## src/rtl/xadc_drp_master.sv

```systemverilog
// DRP initiator for the XADC: one status read per end-of-conversion, plus
// single configuration writes requested by control logic. Every DRP
// transaction is bounded by a timeout so a missing drdy cannot hang the port.
module xadc_drp_master #(
  parameter logic [6:0] CHANNEL_ADDR    = 7'h1F,
  parameter int         USE_EOC_CHANNEL = 0,
  parameter int         TIMEOUT_CYCLES  = 64
) (
  input  logic        clk,
  input  logic        reset_n,
  input  logic        eoc_in,
  input  logic [4:0]  channel_in,
  input  logic        cfg_wr_req,
  input  logic [6:0]  cfg_wr_addr,
  input  logic [15:0] cfg_wr_data,
  output logic        cfg_wr_ack,
  output logic        drp_den,
  output logic        drp_dwe,
  output logic [6:0]  drp_daddr,
  output logic [15:0] drp_di,
  input  logic [15:0] drp_do,
  input  logic        drp_drdy,
  output logic        sample_valid,
  output logic [15:0] sample_data,
  output logic [11:0] sample_code,
  output logic [6:0]  sample_addr,
  output logic        overrun,
  output logic        timeout_err,
  output logic        busy
);

  localparam int CNT_W = $clog2(TIMEOUT_CYCLES) + 1;
  localparam logic [CNT_W-1:0] CNT_LAST = CNT_W'(TIMEOUT_CYCLES - 1);

  typedef enum logic [2:0] {
    S_IDLE,
    S_RD_REQ,
    S_RD_WAIT,
    S_WR_REQ,
    S_WR_WAIT
  } state_t;

  state_t r_state;
  state_t w_state_nxt;

  logic             r_eoc_q;
  logic             r_rd_pend;
  logic [6:0]       r_rd_addr;
  logic [6:0]       r_daddr;
  logic [15:0]      r_di;
  logic [CNT_W-1:0] r_cnt;
  logic             r_sample_valid;
  logic [15:0]      r_sample_data;
  logic [6:0]       r_sample_addr;
  logic             r_overrun;
  logic             r_timeout_err;
  logic             r_wr_ack;

  logic       w_eoc_rise;
  logic [6:0] w_new_addr;
  logic       w_consume;
  logic       w_start_rd;
  logic       w_start_wr;
  logic       w_cnt_last;
  logic       w_rd_done;
  logic       w_wr_done;
  logic       w_rd_to;
  logic       w_wr_to;

  assign w_eoc_rise = eoc_in & ~r_eoc_q;
  assign w_new_addr = (USE_EOC_CHANNEL != 0) ? {2'b00, channel_in} : CHANNEL_ADDR;
  assign w_consume  = (r_state == S_IDLE) & r_rd_pend;
  assign w_start_rd = w_consume;
  // A conversion arriving this very cycle still beats a waiting write, so a
  // simultaneous eoc/write request always completes the read first.
  assign w_start_wr = (r_state == S_IDLE) & ~r_rd_pend & cfg_wr_req & ~w_eoc_rise;
  assign w_cnt_last = (r_cnt == CNT_LAST);
  assign w_rd_done  = (r_state == S_RD_WAIT) & drp_drdy;
  assign w_wr_done  = (r_state == S_WR_WAIT) & drp_drdy;
  assign w_rd_to    = (r_state == S_RD_WAIT) & ~drp_drdy & w_cnt_last;
  assign w_wr_to    = (r_state == S_WR_WAIT) & ~drp_drdy & w_cnt_last;

  // State register
  always_ff @(posedge clk or negedge reset_n) begin
    if (!reset_n) r_state <= S_IDLE;
    else          r_state <= w_state_nxt;
  end

  // Next-state decode; drdy outside the WAIT states has no effect
  always_comb begin
    w_state_nxt = r_state;
    case (r_state)
      S_IDLE: begin
        if (w_start_rd)      w_state_nxt = S_RD_REQ;
        else if (w_start_wr) w_state_nxt = S_WR_REQ;
      end
      S_RD_REQ:  w_state_nxt = S_RD_WAIT;
      S_RD_WAIT: if (w_rd_done || w_rd_to) w_state_nxt = S_IDLE;
      S_WR_REQ:  w_state_nxt = S_WR_WAIT;
      S_WR_WAIT: if (w_wr_done || w_wr_to) w_state_nxt = S_IDLE;
      default:   w_state_nxt = S_IDLE;
    endcase
  end

  // eoc edge detection, pending-read flag and overrun detection
  always_ff @(posedge clk or negedge reset_n) begin
    if (!reset_n) begin
      r_eoc_q   <= 1'b0;
      r_rd_pend <= 1'b0;
      r_rd_addr <= 7'd0;
      r_overrun <= 1'b0;
    end else begin
      r_eoc_q   <= eoc_in;
      r_overrun <= w_eoc_rise & r_rd_pend & ~w_consume;
      if (w_eoc_rise) begin
        r_rd_pend <= 1'b1;
        r_rd_addr <= w_new_addr;
      end else if (w_consume) begin
        r_rd_pend <= 1'b0;
      end
    end
  end

  // DRP address/data capture at request start; held until the next request
  always_ff @(posedge clk or negedge reset_n) begin
    if (!reset_n) begin
      r_daddr <= 7'd0;
      r_di    <= 16'd0;
    end else if (w_start_rd) begin
      r_daddr <= r_rd_addr;
    end else if (w_start_wr) begin
      r_daddr <= cfg_wr_addr;
      r_di    <= cfg_wr_data;
    end
  end

  // Timeout counter: cleared entering a REQ state, counts during WAIT states
  always_ff @(posedge clk or negedge reset_n) begin
    if (!reset_n) begin
      r_cnt <= '0;
    end else if (w_start_rd || w_start_wr) begin
      r_cnt <= '0;
    end else if (r_state == S_RD_WAIT || r_state == S_WR_WAIT) begin
      r_cnt <= r_cnt + CNT_W'(1);
    end
  end

  // Completion strobes and the returned sample
  always_ff @(posedge clk or negedge reset_n) begin
    if (!reset_n) begin
      r_sample_valid <= 1'b0;
      r_sample_data  <= 16'd0;
      r_sample_addr  <= 7'd0;
      r_timeout_err  <= 1'b0;
      r_wr_ack       <= 1'b0;
    end else begin
      r_sample_valid <= w_rd_done;
      r_timeout_err  <= w_rd_to | w_wr_to;
      r_wr_ack       <= w_wr_done | w_wr_to;
      if (w_rd_done) begin
        r_sample_data <= drp_do;
        r_sample_addr <= r_daddr;
      end
    end
  end

  assign drp_den      = (r_state == S_RD_REQ) | (r_state == S_WR_REQ);
  assign drp_dwe      = (r_state == S_WR_REQ);
  assign drp_daddr    = r_daddr;
  assign drp_di       = r_di;
  assign busy         = (r_state != S_IDLE);
  assign sample_valid = r_sample_valid;
  assign sample_data  = r_sample_data;
  assign sample_code  = r_sample_data[15:4];
  assign sample_addr  = r_sample_addr;
  assign overrun      = r_overrun;
  assign timeout_err  = r_timeout_err;
  assign cfg_wr_ack   = r_wr_ack;

endmodule

```

## config.mk

```make
export PLATFORM = sky130hd
export DESIGN_NAME = xadc_drp_master
export DESIGN_NICKNAME = d
export VERILOG_FILES = /design/src/rtl/xadc_drp_master.sv
export SDC_FILE = /design/constraint.sdc
export NUM_CORES = 1
export LEC_CHECK = 0
export BUFFER_PORTS_ARGS = -buffer_cell sky130_fd_sc_hd__buf_2
export CAP_MARGIN = 20
export CORE_MARGIN = 3
export CORE_UTILIZATION = 43
export CTS_BUF_LIST = sky130_fd_sc_hd__clkbuf_16
export CTS_CLUSTER_SIZE = 24
export DETAILED_ROUTE_END_ITERATION = 10
export HOLD_SLACK_MARGIN = 0.06
export PLACE_DENSITY = 0.76
export SETUP_SLACK_MARGIN = 0.05
export SLEW_MARGIN = 20
export SYNTH_ARGS = -nofsm -noshare
export SYNTH_HDL_FRONTEND = slang
export SYNTH_SLANG_ARGS = --single-unit
```

## constraint.sdc

```tcl
create_clock -name clk -period 1.7 [get_ports clk]
set_input_delay 0.34 -clock clk [delete_from_list [all_inputs] [get_ports clk]]
set_output_delay 0.34 -clock clk [all_outputs]
set_load 0.005 [all_outputs]
```

Yosys cells after proc, flatten, opt, wreduce, memory -nomap -nowiden
Index checks and enable logic that the tools add are counted.
{"block": "totals", "regBits": 63, "n_memories": 0, "out_inout_bits": 65, "latchBits": 0, "ramBits": 0, "inputBits": 49, "wordCells": 65, "romBits": 0}
{"block": "classes", "bitwise_logic": 21, "add_sub_neg": 1, "mux": 11, "n_div": 0, "n_reduce_logical": 11, "eq_ne": 8, "magnitude_cmp": 0, "mul": 0, "shifts": 0}
{"cell": "2-to-1 mux 7 bit", "n": 4}
{"cell": "one-hot mux 3 bit (5 select lines)", "n": 1}
{"cell": "AND 1 bit", "n": 13}
{"cell": "2-to-1 mux 3 bit", "n": 4}
{"cell": "adder 7 x 1 -> 7 bit, second input constant", "n": 1}
{"cell": "equality test 7 x 6 -> 1 bit, second input constant", "n": 1}
{"cell": "equality test 3 x 2 -> 1 bit, second input constant", "n": 2}
{"cell": "nonzero test 2 bit", "n": 3}
{"cell": "NOT 1 bit", "n": 5}
{"cell": "logical OR 1 bit", "n": 4}
{"cell": "!= test 2 x 1 -> 1 bit, second input constant", "n": 2}
{"cell": "equality test 3 x 1 -> 1 bit, second input constant", "n": 1}
{"cell": "equality test 3 bit, second input constant", "n": 1}
{"cell": "zero test 3 bit", "n": 1}
{"cell": "!= test 3 bit, second input constant", "n": 1}
{"cell": "OR 1 bit", "n": 3}
{"cell": "AND reduction 3 bit", "n": 1}
{"cell": "nonzero test 3 bit", "n": 1}
{"cell": "2-to-1 mux 1 bit", "n": 2}
{"cell": "AND reduction 2 bit", "n": 1}

Longest topological paths before layout
Gate-level depths: netlist of run 1.
{"block": "depth", "depth_word": 7, "mapped_depth": 6, "depth_no_buf": 5}

Worst setup path before layout of run 1
OpenSTA, ideal clock, no wires.
{"block": "synth_timing", "path_type": "register -> register", "startpoint": "reg r_eoc_q", "endpoint": "reg r_di[10] (netlist: drp_di[10])", "arrival_ns": 1.435, "n_path_buf": 2, "required_ns": 1.575, "setup_ns": 0.125, "path_slack_ns": 0.140, "path_stages_with_launch": 7, "synth_period_minus_slack_ns": 1.560, "path_cell_list": "dfrtp_1 > nand2b_2 > and2_1 > buf_2 > nand3_4 > buf_6 > mux2_2"}
{"block": "synth_between", "elab_chain_len": 5}
{"element": "from (decl)", "line": "46", "text": "logic r_eoc_q;"}
{"element": "from (signal assigned)", "line": "113", "text": "r_eoc_q <= eoc_in;"}
{"element": "NOT 1 bit", "line": "70", "text": "assign w_eoc_rise = eoc_in & ~r_eoc_q;"}
{"element": "AND 1 bit", "line": "70"}
{"element": "NOT 1 bit", "line": "76", "text": "assign w_start_wr = (r_state == S_IDLE) & ~r_rd_pend & cfg_wr_req & ~w_eoc_rise;"}
{"element": "AND 1 bit", "line": "76"}
{"element": "AND reduction 2 bit (no source line)"}
{"element": "to (signal assigned)", "line": "133", "text": "r_di <= cfg_wr_data;"}
{"element": "to (decl)", "line": "50", "text": "logic [15:0] r_di;"}
No other way between the ends.
A chain may end at the register's enable or synchronous reset.

Worst setup path in the final report of run 1
{"block": "layout_timing", "startpoint": "reg r_state[0]", "endpoint": "out drp_dwe"}
{"block": "layout_between", "elab_chain_len": 1}
{"element": "from (decl)", "line": "43", "text": "state_t r_state;"}
{"element": "from (signal assigned)", "line": "86", "text": "else r_state <= w_state_nxt;"}
{"element": "equality test 3 x 2 -> 1 bit", "line": "168", "text": "assign drp_dwe = (r_state == S_WR_REQ);"}
{"element": "to (decl)", "line": "18", "text": "output logic drp_dwe,"}
No other way between the ends.

==> impl_results.html, run 1 <==
<table>
<tr><th>Metric</th><th>Value</th></tr>
<tr><th colspan="2">Run status</th></tr>
<tr><td>Run status</td><td>completed</td></tr>
<tr><th colspan="2">STA</th></tr>
<tr><td>Setup skew after layout</td><td>about 0.0056 ns</td></tr>
<tr><td>Tightest Pin Transition</td><td>0.3882 ns</td></tr>
<tr><td>Final Setup Violations</td><td>0</td></tr>
<tr><td>Final Slew Violations</td><td>0</td></tr>
<tr><td>Maximum achievable frequency</td><td>roughly 620 MHz</td></tr>
<tr><td>Final hold slack</td><td>about 0.16 ns</td></tr>
<tr><td>Relative slew slack</td><td>between 70% and 80%</td></tr>
<tr><td>Sum of negative setup slack</td><td>0 ns</td></tr>
<tr><td>Setup repair after global routing missed its margin</td><td>true</td></tr>
<tr><td>Final period utilization</td><td>a little over nine tenths</td></tr>
<tr><td>Count of final hold-check violations</td><td>0</td></tr>
<tr><td>Minimum period implied by the final worst setup slack</td><td>approximately 1.6 ns</td></tr>
<tr><th colspan="2">Synth</th></tr>
<tr><td>Most frequently used cell type in the post-synthesis netlist</td><td>dfrtp_1</td></tr>
<tr><td>Share of the synthesized area in the top cell type</td><td>about three fifths</td></tr>
<tr><td>Cell types occupying the most area after synthesis</td><td>dfrtp_1, mux2_2, buf_4, a21oi_1, o21ai_0</td></tr>
<tr><td>Instance count of the mapped netlist</td><td>between 200 and 250</td></tr>
<tr><td>Unique masters post-synth</td><td>37</td></tr>
<tr><td>Async set-reset flop share out of synthesis</td><td>100.0%</td></tr>
<tr><td>FF+latch count, synth</td><td>between 60 and 70</td></tr>
<tr><td>Sequential cell area fraction in the yosys report</td><td>58.60%</td></tr>
<tr><td>Average cell area after synthesis</td><td>roughly 13 sq um</td></tr>
<tr><td>Leading area contributor after synthesis</td><td>dfrtp_1</td></tr>
<tr><td>Post-synth top flop</td><td>dfrtp_1</td></tr>
<tr><td>Number of enable-type register cells in the synthesized netlist</td><td>0</td></tr>
<tr><td>Total standard cell area after synthesis</td><td>about 2700 sq um</td></tr>
<tr><td>Most numerous cell types in the synthesized netlist</td><td>dfrtp_1, mux2_2, buf_4</td></tr>
<tr><td>Nets in the synthesized netlist</td><td>~260</td></tr>
<tr><td>Synth warn</td><td>0</td></tr>
<tr><th colspan="2">Finish</th></tr>
<tr><td>Share of final-layout standard cells stronger than drive strength 1</td><td>about 58%</td></tr>
<tr><td>Layout fillers</td><td>483</td></tr>
<tr><td>Area added between synthesis and finish</td><td>35.30%</td></tr>
<tr><td>Storage cell area</td><td>1580 sq um</td></tr>
<tr><td>Number of nets in the final layout</td><td>between 300 and 400</td></tr>
<tr><td>Multi-input logic area</td><td>roughly 1000 sq um</td></tr>
<tr><td>Antenna diode count</td><td>0</td></tr>
<tr><th colspan="2">Detailed routing</th></tr>
<tr><td>Highest layer used for signal routing</td><td>met4</td></tr>
<tr><td>ANT nets after route</td><td>0</td></tr>
<tr><td>Length of the first detailed-routing pass in iterations</td><td>4</td></tr>
<tr><td>Final WL</td><td>5817 microns</td></tr>
<tr><td>Detail-routed via count per cell</td><td>between 5 and 6</td></tr>
<tr><td>Length of routed met3 wiring</td><td>~400 microns</td></tr>
<tr><td>Routed via count</td><td>between 2,000 and 2,500</td></tr>
<tr><td>Detailed-route wire length on metal 1</td><td>roughly 2400 microns</td></tr>
<tr><td>DRC viols</td><td>0</td></tr>
<tr><td>Iteration-0 DRC count of the detailed router</td><td>~150</td></tr>
<tr><td>Amount of wire on met2 after detailed routing</td><td>around 3000 microns</td></tr>
<tr><td>Average wire length per cell after detail routing</td><td>14.36 microns</td></tr>
<tr><th colspan="2">Placement</th></tr>
<tr><td>Number of buffers inserted by port buffering</td><td>108</td></tr>
<tr><td>Detailed Place HPWL</td><td>between 4000 and 5000 microns</td></tr>
<tr><td>Final RePlAce weighted congestion</td><td>~0.76</td></tr>
<tr><th colspan="2">Global routing</th></tr>
<tr><td>Global-route wire length before repair</td><td>9480 microns</td></tr>
<tr><td>Total routing resource utilization after global routing</td><td>approximately 16%</td></tr>
<tr><td>Antenna violations before repair</td><td>0</td></tr>
<tr><td>Global route total overflow</td><td>0</td></tr>
<tr><td>Number of global-route vias before repair</td><td>2,019</td></tr>
<tr><td>Largest net degree at the start of global routing</td><td>64</td></tr>
<tr><th colspan="2">CTS</th></tr>
<tr><td>Clock H-tree levels</td><td>3</td></tr>
<tr><td>TritonCTS clock tree</td><td>done</td></tr>
<tr><td>Number of clock sinks</td><td>63</td></tr>
<tr><td>Clock root buffer</td><td>clkbuf_16</td></tr>
<tr><td>Clock buffer count from CTS</td><td>9</td></tr>
<tr><td>Insertion delay to the later sink of the worst-skew pair</td><td>~0.31 ns</td></tr>
<tr><td>Clock transition at the register clock pins on the worst setup and hold paths after CTS</td><td>0.05 ns</td></tr>
<tr><td>Buffer depth of the longest clock path</td><td>2</td></tr>
<tr><th colspan="2">Floorplanning</th></tr>
<tr><td>Die ar.</td><td>7241 sq um</td></tr>
<tr><td>Core ar.</td><td>~6000 sq um</td></tr>
<tr><td>Starting density of the core</td><td>between 40 and 50%</td></tr>
<tr><td>IO Count</td><td>roughly 110</td></tr>
<tr><td>Horizontal die dimension</td><td>around 85 microns</td></tr>
<tr><td>Die Ht</td><td>roughly 85 microns</td></tr>
<tr><td>Standard-cell row count</td><td>28</td></tr>
<tr><th colspan="2">Power</th></tr>
<tr><td>Sum of internal, switching and leakage power</td><td>between 6 and 7 mW</td></tr>
<tr><td>Leakage power figure</td><td>around 1.7 nW</td></tr>
<tr><td>Ratio of total power to cell area</td><td>1825 nW/um^2</td></tr>
<tr><td>Max IR drop VDD</td><td>between 900 and 1000 uV</td></tr>
<tr><th colspan="2">Critical path</th></tr>
<tr><td>Highest net fanout along the worst path</td><td>6</td></tr>
<tr><td>Worst reg-to-reg setup slack</td><td>between 0.1 and 0.15 ns</td></tr>
<tr><td>CP startpoint kind</td><td>flip-flop</td></tr>
<tr><td>CP required</td><td>1.36 ns</td></tr>
<tr><td>Worst endpoint data arrival time</td><td>approximately 1.3 ns</td></tr>
<tr><td>Worst setup EP type</td><td>output port</td></tr>
<tr><td>Crit Path Class</td><td>reg2out</td></tr>
<tr><th colspan="2">Run</th></tr>
<tr><td>Maxcap violations</td><td>0</td></tr>
<tr><th colspan="2">Worst hold path</th></tr>
<tr><td>Min-Delay Path Class</td><td>in2reg</td></tr>
</table>
## sequential cells by signal (all words and copies together), names as in the netlist
name / cells
r_eoc_q: 1
drp_daddr: 7
r_rd_addr: 1
overrun: 1
cfg_wr_ack: 1
sample_addr: 7
r_rd_pend: 1
timeout_err: 1
sample_data: 16
sample_valid: 1
r_cnt: 7
r_state: 3
drp_di: 16
## power by group
group          switching [mW]  total (mW)  internal [mW]  leakage (nW)
Clock                   0.569        1.51          0.941         0.123
Sequential              0.384        2.51           2.13         0.753
Combinational            1.14        2.62           1.48         0.866
Total                    2.09        6.64           4.55          1.74
## layer usage
layer | vias up | global-route usage, %
met5 | - | 0
met4 | 0 | 5.180
met3 | 2 | 4.466
met2 | 65 | 27.75
met1 | 1012 | 20.37
li1 | 975 | -
## layout make-up
cell class / instances / area share [%]
repair buffers: 128 / 19.94
clock inverters: 3 / 0.4125
clock buffers: 9 / 6.188
well taps: 75 / 2.578
multi-input cells: 121 / 26.85
flip-flops and latches: 63 / 43.42
inverters: 6 / 0.6188
## placed cells by master, fill, tap and decap left out, types with 2 or more instances in the layout
master / count
dfrtp_1: 60
buf_12: 2
dfrtp_2: 3
o22ai_1: 5
inv_2: 2
mux2_2: 40
a2bb2oi_1: 2
o21ai_0: 9
xnor2_1: 4
inv_1: 3
or3_1: 2
nand3_1: 3
nor3_4: 2
nor2_1: 7
nor3_1: 2
nor4_1: 3
a21oi_1: 9
clkinv_2: 3
nor2b_1: 3
nand2_1: 9
clkbuf_16: 9
and2_1: 2
nand2b_1: 2
a22oi_1: 2
buf_2: 108
buf_4: 15
buf_6: 2
## what timing repair did
action	in CTS	in global routing
hold buffers	1	0
endpoints found under the setup margin	2	4
endpoints found under the hold margin	63	0
resized for setup	5	5
pin swaps	1	1
buffers inserted	2	5
## through the flow
| step | cells | util [%] | setup WS, ns | cell area [sq um] |
|---|---|---|---|---|
| floorplan | 209 | - | 0.1404 | 2690 |
| global placement | 385 | 55.28 | 0.1714 | 3312 |
| detailed placement | 385 | 55.28 | 0.1735 | 3312 |
| CTS | 400 | 59.84 | 0.03853 | 3585 |
| global route | 405 | 60.76 | 0.02317 | 3640 |
| finish | 405 | 60.76 | 0.09391 | 3640 |
## worst max-delay path, stage by stage, from the launching register on
cell,delay [ns]
dfrtp_2,0.44
buf_6,0.14
inv_2,0.07
nor2_2,0.04
and2_1,0.15
buf_2,0.12
## kinds of logic (layout without fill, tap and decap cells)
kind of cell / Yosys count / count (layout) / share of synthesized area [%]
flip-flops: 63 / 63 / 58.60
multiplexers: 40 / 40 / 16.74
AND/OR/NAND/NOR: 40 / 40 / 8.698
AO/OA/AOI/OAI: 35 / 35 / 8.047
buffers and inverters: 25 / 146 / 5.814
XOR/XNOR: 5 / 5 / 1.628
adder cells (fa/ha/maj): 1 / 1 / 0.4650
## path summary, 6_finish.rpt
| check | from | end | depth (start not counted) |
|---|---|---|---|
| max in group asynchronous | reset_n | r_state[2] | 3 |
| min in group asynchronous | reset_n | drp_di[13] | 3 |
| setup reg to reg | r_cnt[1] | r_cnt[4] | 5 |
| setup / recovery | r_state[0] | drp_dwe | 5 |
| hold reg to reg | r_rd_addr[0] | r_rd_addr[0] | 1 |
| hold / removal | eoc_in | r_eoc_q | 1 |
Power figures use the tool's default switching activity.
==> run 2, diff against run 1 <==
--- a/config.mk
+++ b/config.mk
@@ -5,15 +5,15 @@
 export SDC_FILE = /design/constraint.sdc
 export NUM_CORES = 1
 export LEC_CHECK = 0
-export BUFFER_PORTS_ARGS = -buffer_cell sky130_fd_sc_hd__buf_2
 export CAP_MARGIN = 20
 export CORE_MARGIN = 3
-export CORE_UTILIZATION = 43
+export CORE_UTILIZATION = 56
 export CTS_BUF_LIST = sky130_fd_sc_hd__clkbuf_16
 export CTS_CLUSTER_SIZE = 24
 export DETAILED_ROUTE_END_ITERATION = 10
+export DONT_BUFFER_PORTS = 1
 export HOLD_SLACK_MARGIN = 0.06
-export PLACE_DENSITY = 0.76
+export PLACE_DENSITY = 0.74
 export SETUP_SLACK_MARGIN = 0.05
 export SLEW_MARGIN = 20
 export SYNTH_ARGS = -nofsm -noshare
==> run 2 against run 1 <==
Compared with the run above:
- combinational power down 32%
- first-iteration DRC count down 38%
- critical endpoint is now sample_data[6]
- die area down 22%
- register-to-register slack worse by 0.05 ns
- the run now ends with negative hold slack left
- largest cell class unchanged
==> impl_results.html, run 2 (synthesis gave the netlist of run 1 again) <==
<table>
<tr><th>Metric</th><th>Value</th></tr>
<tr><th colspan="2">Run status</th></tr>
<tr><td>Run status</td><td>complete, but fails checks (was completed)</td></tr>
<tr><td>Violations in the final reports</td><td>negative hold slack</td></tr>
<tr><th colspan="2">STA</th></tr>
<tr><td>Count of final hold-check violations</td><td>63 (was 0)</td></tr>
<tr><td>Setup skew after layout</td><td>0.005102 ns (was 0.005568 ns)</td></tr>
<tr><td>Final hold slack</td><td>-0.2836 ns (was 0.1621 ns)</td></tr>
<tr><td>Tightest Pin Transition</td><td>0.4182 ns (was 0.3882 ns)</td></tr>
<tr><td>Final Setup Violations</td><td>0 (unchanged)</td></tr>
<tr><td>Minimum period implied by the final worst setup slack</td><td>1.612 ns (was 1.606 ns)</td></tr>
<tr><td>Final period utilization</td><td>94.81% (was 94.48%)</td></tr>
<tr><td>Sum of negative setup slack</td><td>0 ns (unchanged)</td></tr>
<tr><td>Final Slew Violations</td><td>0 (unchanged)</td></tr>
<tr><td>Setup repair after global routing missed its margin</td><td>true (unchanged)</td></tr>
<tr><td>Relative slew slack</td><td>71.40% (was 73.45%)</td></tr>
<tr><td>Maximum achievable frequency</td><td>620.4 MHz (was 622.6 MHz)</td></tr>
<tr><th colspan="2">CTS</th></tr>
<tr><td>Insertion delay to the later sink of the worst-skew pair</td><td>0.32 ns (was 0.31 ns)</td></tr>
<tr><td>Clock H-tree levels</td><td>3 (unchanged)</td></tr>
<tr><td>Clock buffer count from CTS</td><td>9 (unchanged)</td></tr>
<tr><td>Clock transition at the register clock pins on the worst setup and hold paths after CTS</td><td>0.05 ns (about the same)</td></tr>
<tr><td>Clock root buffer</td><td>clkbuf_16 (unchanged)</td></tr>
<tr><td>TritonCTS clock tree</td><td>done (unchanged)</td></tr>
<tr><td>Buffer depth of the longest clock path</td><td>2 (unchanged)</td></tr>
<tr><td>Number of clock sinks</td><td>63 (unchanged)</td></tr>
<tr><td># hold bufs at CTS</td><td>1 (unchanged)</td></tr>
<tr><th colspan="2">Floorplanning</th></tr>
<tr><td>Die ar.</td><td>5672 sq um (was 7241 sq um)</td></tr>
<tr><td>Core ar.</td><td>4504 sq um (was 5991 sq um)</td></tr>
<tr><td>Die Ht</td><td>75.31 microns (was 85.10 microns)</td></tr>
<tr><td>IO Count</td><td>114 (unchanged)</td></tr>
<tr><td>Starting density of the core</td><td>59.72% (was 44.90%)</td></tr>
<tr><td>Standard-cell row count</td><td>24 (was 28)</td></tr>
<tr><td>Horizontal die dimension</td><td>75.31 microns (was 85.10 microns)</td></tr>
<tr><th colspan="2">Power</th></tr>
<tr><td>Share of total power in sequential cells</td><td>45.4% (was 37.8%)</td></tr>
<tr><td>Combinational cell fraction of total power</td><td>28.9% (was 39.5%)</td></tr>
<tr><td>Relative contribution of the clock network to total power</td><td>25.7% (was 22.7%)</td></tr>
<tr><td>Fraction of power spent switching nets</td><td>33.10% (was 31.48%)</td></tr>
<tr><td>Internal power consumption</td><td>4.093 mW (was 4.551 mW)</td></tr>
<tr><td>Ratio of total power to cell area</td><td>1964 nW/um^2 (was 1825 nW/um^2)</td></tr>
<tr><td>Max IR drop VDD</td><td>894.2 uV (was 953.0 uV)</td></tr>
<tr><td>Leakage power figure</td><td>1.298 nW (was 1.741 nW)</td></tr>
<tr><td>Switching power</td><td>2.025 mW (was 2.091 mW)</td></tr>
<tr><th colspan="2">Critical path</th></tr>
<tr><td>Worst endpoint data arrival time</td><td>1.81 ns (was 1.27 ns)</td></tr>
<tr><td>End of the worst register-to-register path</td><td>sample_data[6] (was r_cnt[4])</td></tr>
<tr><td>Worst reg-to-reg setup slack</td><td>0.09 ns (was 0.14 ns)</td></tr>
<tr><td>Critical path startpoint</td><td>r_state[0] (unchanged)</td></tr>
<tr><td>Slowest-stage cell, CP</td><td>dfrtp_2 (unchanged)</td></tr>
<tr><td>CP startpoint kind</td><td>flip-flop (unchanged)</td></tr>
<tr><td>FF-to-FF path depth</td><td>6 (was 5)</td></tr>
<tr><td>Highest net fanout along the worst path</td><td>6 (unchanged)</td></tr>
<tr><td>Worst setup EP type</td><td>flip-flop (was output port)</td></tr>
<tr><td>CP required</td><td>1.90 ns (was 1.36 ns)</td></tr>
<tr><td>Last element of the critical path</td><td>sample_data[6] (was drp_dwe)</td></tr>
<tr><td>Worst r2r src</td><td>r_state[0] (was r_cnt[1])</td></tr>
<tr><td>CP cell instances</td><td>buf_4 &gt; nand2b_4 &gt; nor3_4 &gt; buf_12 &gt; clkbuf_16 &gt; mux2_2 (was buf_6 &gt; inv_2 &gt; nor2_2 &gt; and2_1 &gt; buf_2)</td></tr>
<tr><td>Crit-path max cell delay</td><td>0.43 ns (was 0.44 ns)</td></tr>
<tr><td>Crit Path Class</td><td>reg2reg (was reg2out)</td></tr>
<tr><th colspan="2">Placement</th></tr>
<tr><td>Number of buffers inserted by port buffering</td><td>0 (was 108)</td></tr>
<tr><td>Standard cell area after detailed placement</td><td>2693 sq um (was 3312 sq um)</td></tr>
<tr><td>Detailed Place HPWL</td><td>3889 microns (was 4035 microns)</td></tr>
<tr><td>Final RePlAce weighted congestion</td><td>0.7549 (was 0.7601)</td></tr>
<tr><th colspan="2">Detailed routing</th></tr>
<tr><td>Iteration-0 DRC count of the detailed router</td><td>94 (was 152)</td></tr>
<tr><td>ANT nets after route</td><td>0 (unchanged)</td></tr>
<tr><td>Average wire length per cell after detail routing</td><td>20.91 microns (was 14.36 microns)</td></tr>
<tr><td>Length of the first detailed-routing pass in iterations</td><td>4 (unchanged)</td></tr>
<tr><td>Detail-routed via count per cell</td><td>6.289 (was 5.072)</td></tr>
<tr><td>Routed via count</td><td>1,717 (was 2,054)</td></tr>
<tr><td>DRC viols</td><td>0 (unchanged)</td></tr>
<tr><td>Final WL</td><td>5709 microns (was 5817 microns)</td></tr>
<tr><th colspan="2">Run</th></tr>
<tr><td>Maxcap violations</td><td>0 (unchanged)</td></tr>
<tr><th colspan="2">Global routing</th></tr>
<tr><td>Global-route wire length before repair</td><td>8086 microns (was 9480 microns)</td></tr>
<tr><td>Global route total overflow</td><td>0 (unchanged)</td></tr>
<tr><td>Number of global-route vias before repair</td><td>1,783 (was 2,019)</td></tr>
<tr><td>Total routing resource utilization after global routing</td><td>19.30% (was 16.38%)</td></tr>
<tr><td>Antenna violations before repair</td><td>0 (unchanged)</td></tr>
<tr><td>Largest net degree at the start of global routing</td><td>64 (unchanged)</td></tr>
<tr><th colspan="2">Finish</th></tr>
<tr><td>Antenna diode count</td><td>0 (unchanged)</td></tr>
<tr><td>Area added between synthesis and finish</td><td>15.77% (was 35.30%)</td></tr>
<tr><td>Design area</td><td>3114 sq um (was 3640 sq um)</td></tr>
<tr><td>Number of nets in the final layout</td><td>266 (was 379)</td></tr>
<tr><td>Leading cell type in the layout, fill and taps excluded</td><td>dfrtp_1 (was buf_2)</td></tr>
<tr><td>Most frequent cells in the layout</td><td>dfrtp_1, mux2_2, clkbuf_16 (was buf_2, dfrtp_1, mux2_2)</td></tr>
<tr><td>Share of final-layout standard cells stronger than drive strength 1</td><td>36.65% (was 58.18%)</td></tr>
<tr><td>Final core occ</td><td>69.14% (was 60.76%)</td></tr>
<tr><th colspan="2">Worst hold path</th></tr>
<tr><td>Min-Delay Path Class</td><td>in2async (was in2reg)</td></tr>
</table>
run 2: cell types whose count changed in the layout (fill, tap and decap cells not counted), moves of 2 or more:
cell,before,now
buf_2,108,0
buf_4,15,8
clkbuf_16,9,11
clkinv_1,1,3
clkinvlp_4,0,3
inv_1,3,5
inv_2,2,0
run 2: final cells by class:
type / count / area [sq um]
Clock buffer: 9 / 225.2
Tap cell: 52 / 65.06
Clock inverter: 7 / 40.04
Inverter: 6 / 22.52
Timing Repair Buffer: 15 / 182.7
Fill cell: 332 / 1390
Sequential cell: 63 / 1580
Multi-Input combinational cell: 121 / 998.5
run 2: per-stage QoR:
step           setup WS [ns]  hold WS [ns]  std cells  total power [mW]
2_1_floorplan         0.1404       0.04441        209             3.996
6_report             0.08818       -0.2836        273             6.118
5_1_grt              0.03044       -0.2987        273             6.496
3_5_place_dp          0.1242       0.04584        249             4.312
4_1_cts              0.04554       -0.2932        268             5.953
3_3_place_gp          0.1964       0.04589        249             4.152
run 2: timing repair:
action	4_1_cts	5_1_grt
resized for setup	2	9
hold endpoints to repair	64	63
buffers inserted	2	2
cloned	0	3
pin swaps	1	0
endpoints found under the setup margin	2	29
run 2: worst min-delay path by stage:
stage                 start  slack, ns             end  cells past startpoint
CTS                 reset_n      -0.29  sample_addr[1]                      0
floorplan           reset_n       0.04      cfg_wr_ack                      0
finish              reset_n      -0.28  sample_addr[1]                      0
global placement    reset_n       0.05  sample_data[4]                      0
detailed placement  reset_n       0.05  sample_data[5]                      0
global route        reset_n      -0.30  sample_data[5]                      0
run 2: layer usage:
layer / global-route usage (%) / share of wire [%]
met1: 20.42 / 35
met2: 35.09 / 56
met3: 5.541 / 7.4
met4: 9.126 / 1.1
met5: 0 / 0
run 2: critical path, delay by kind of cell (launching register included):
kind	cells	cell delay, ns
buffers and inverters	3	0.44
flip-flops	1	0.43
multiplexers	1	0.33
AND/OR/NAND/NOR	2	0.30
run 2: power by group through the flow:
| stage | clock network, mW | registers, mW | logic (mW) |
|---|---|---|---|
| after detailed placement | 0 | 2.78 | 1.53 |
| final | 1.57 | 2.78 | 1.77 |
| after floorplan | 0 | 2.56 | 1.43 |
| after global routing | 1.67 | 2.90 | 1.93 |
| after CTS | 1.61 | 2.76 | 1.58 |
| after global placement | 0 | 2.74 | 1.41 |
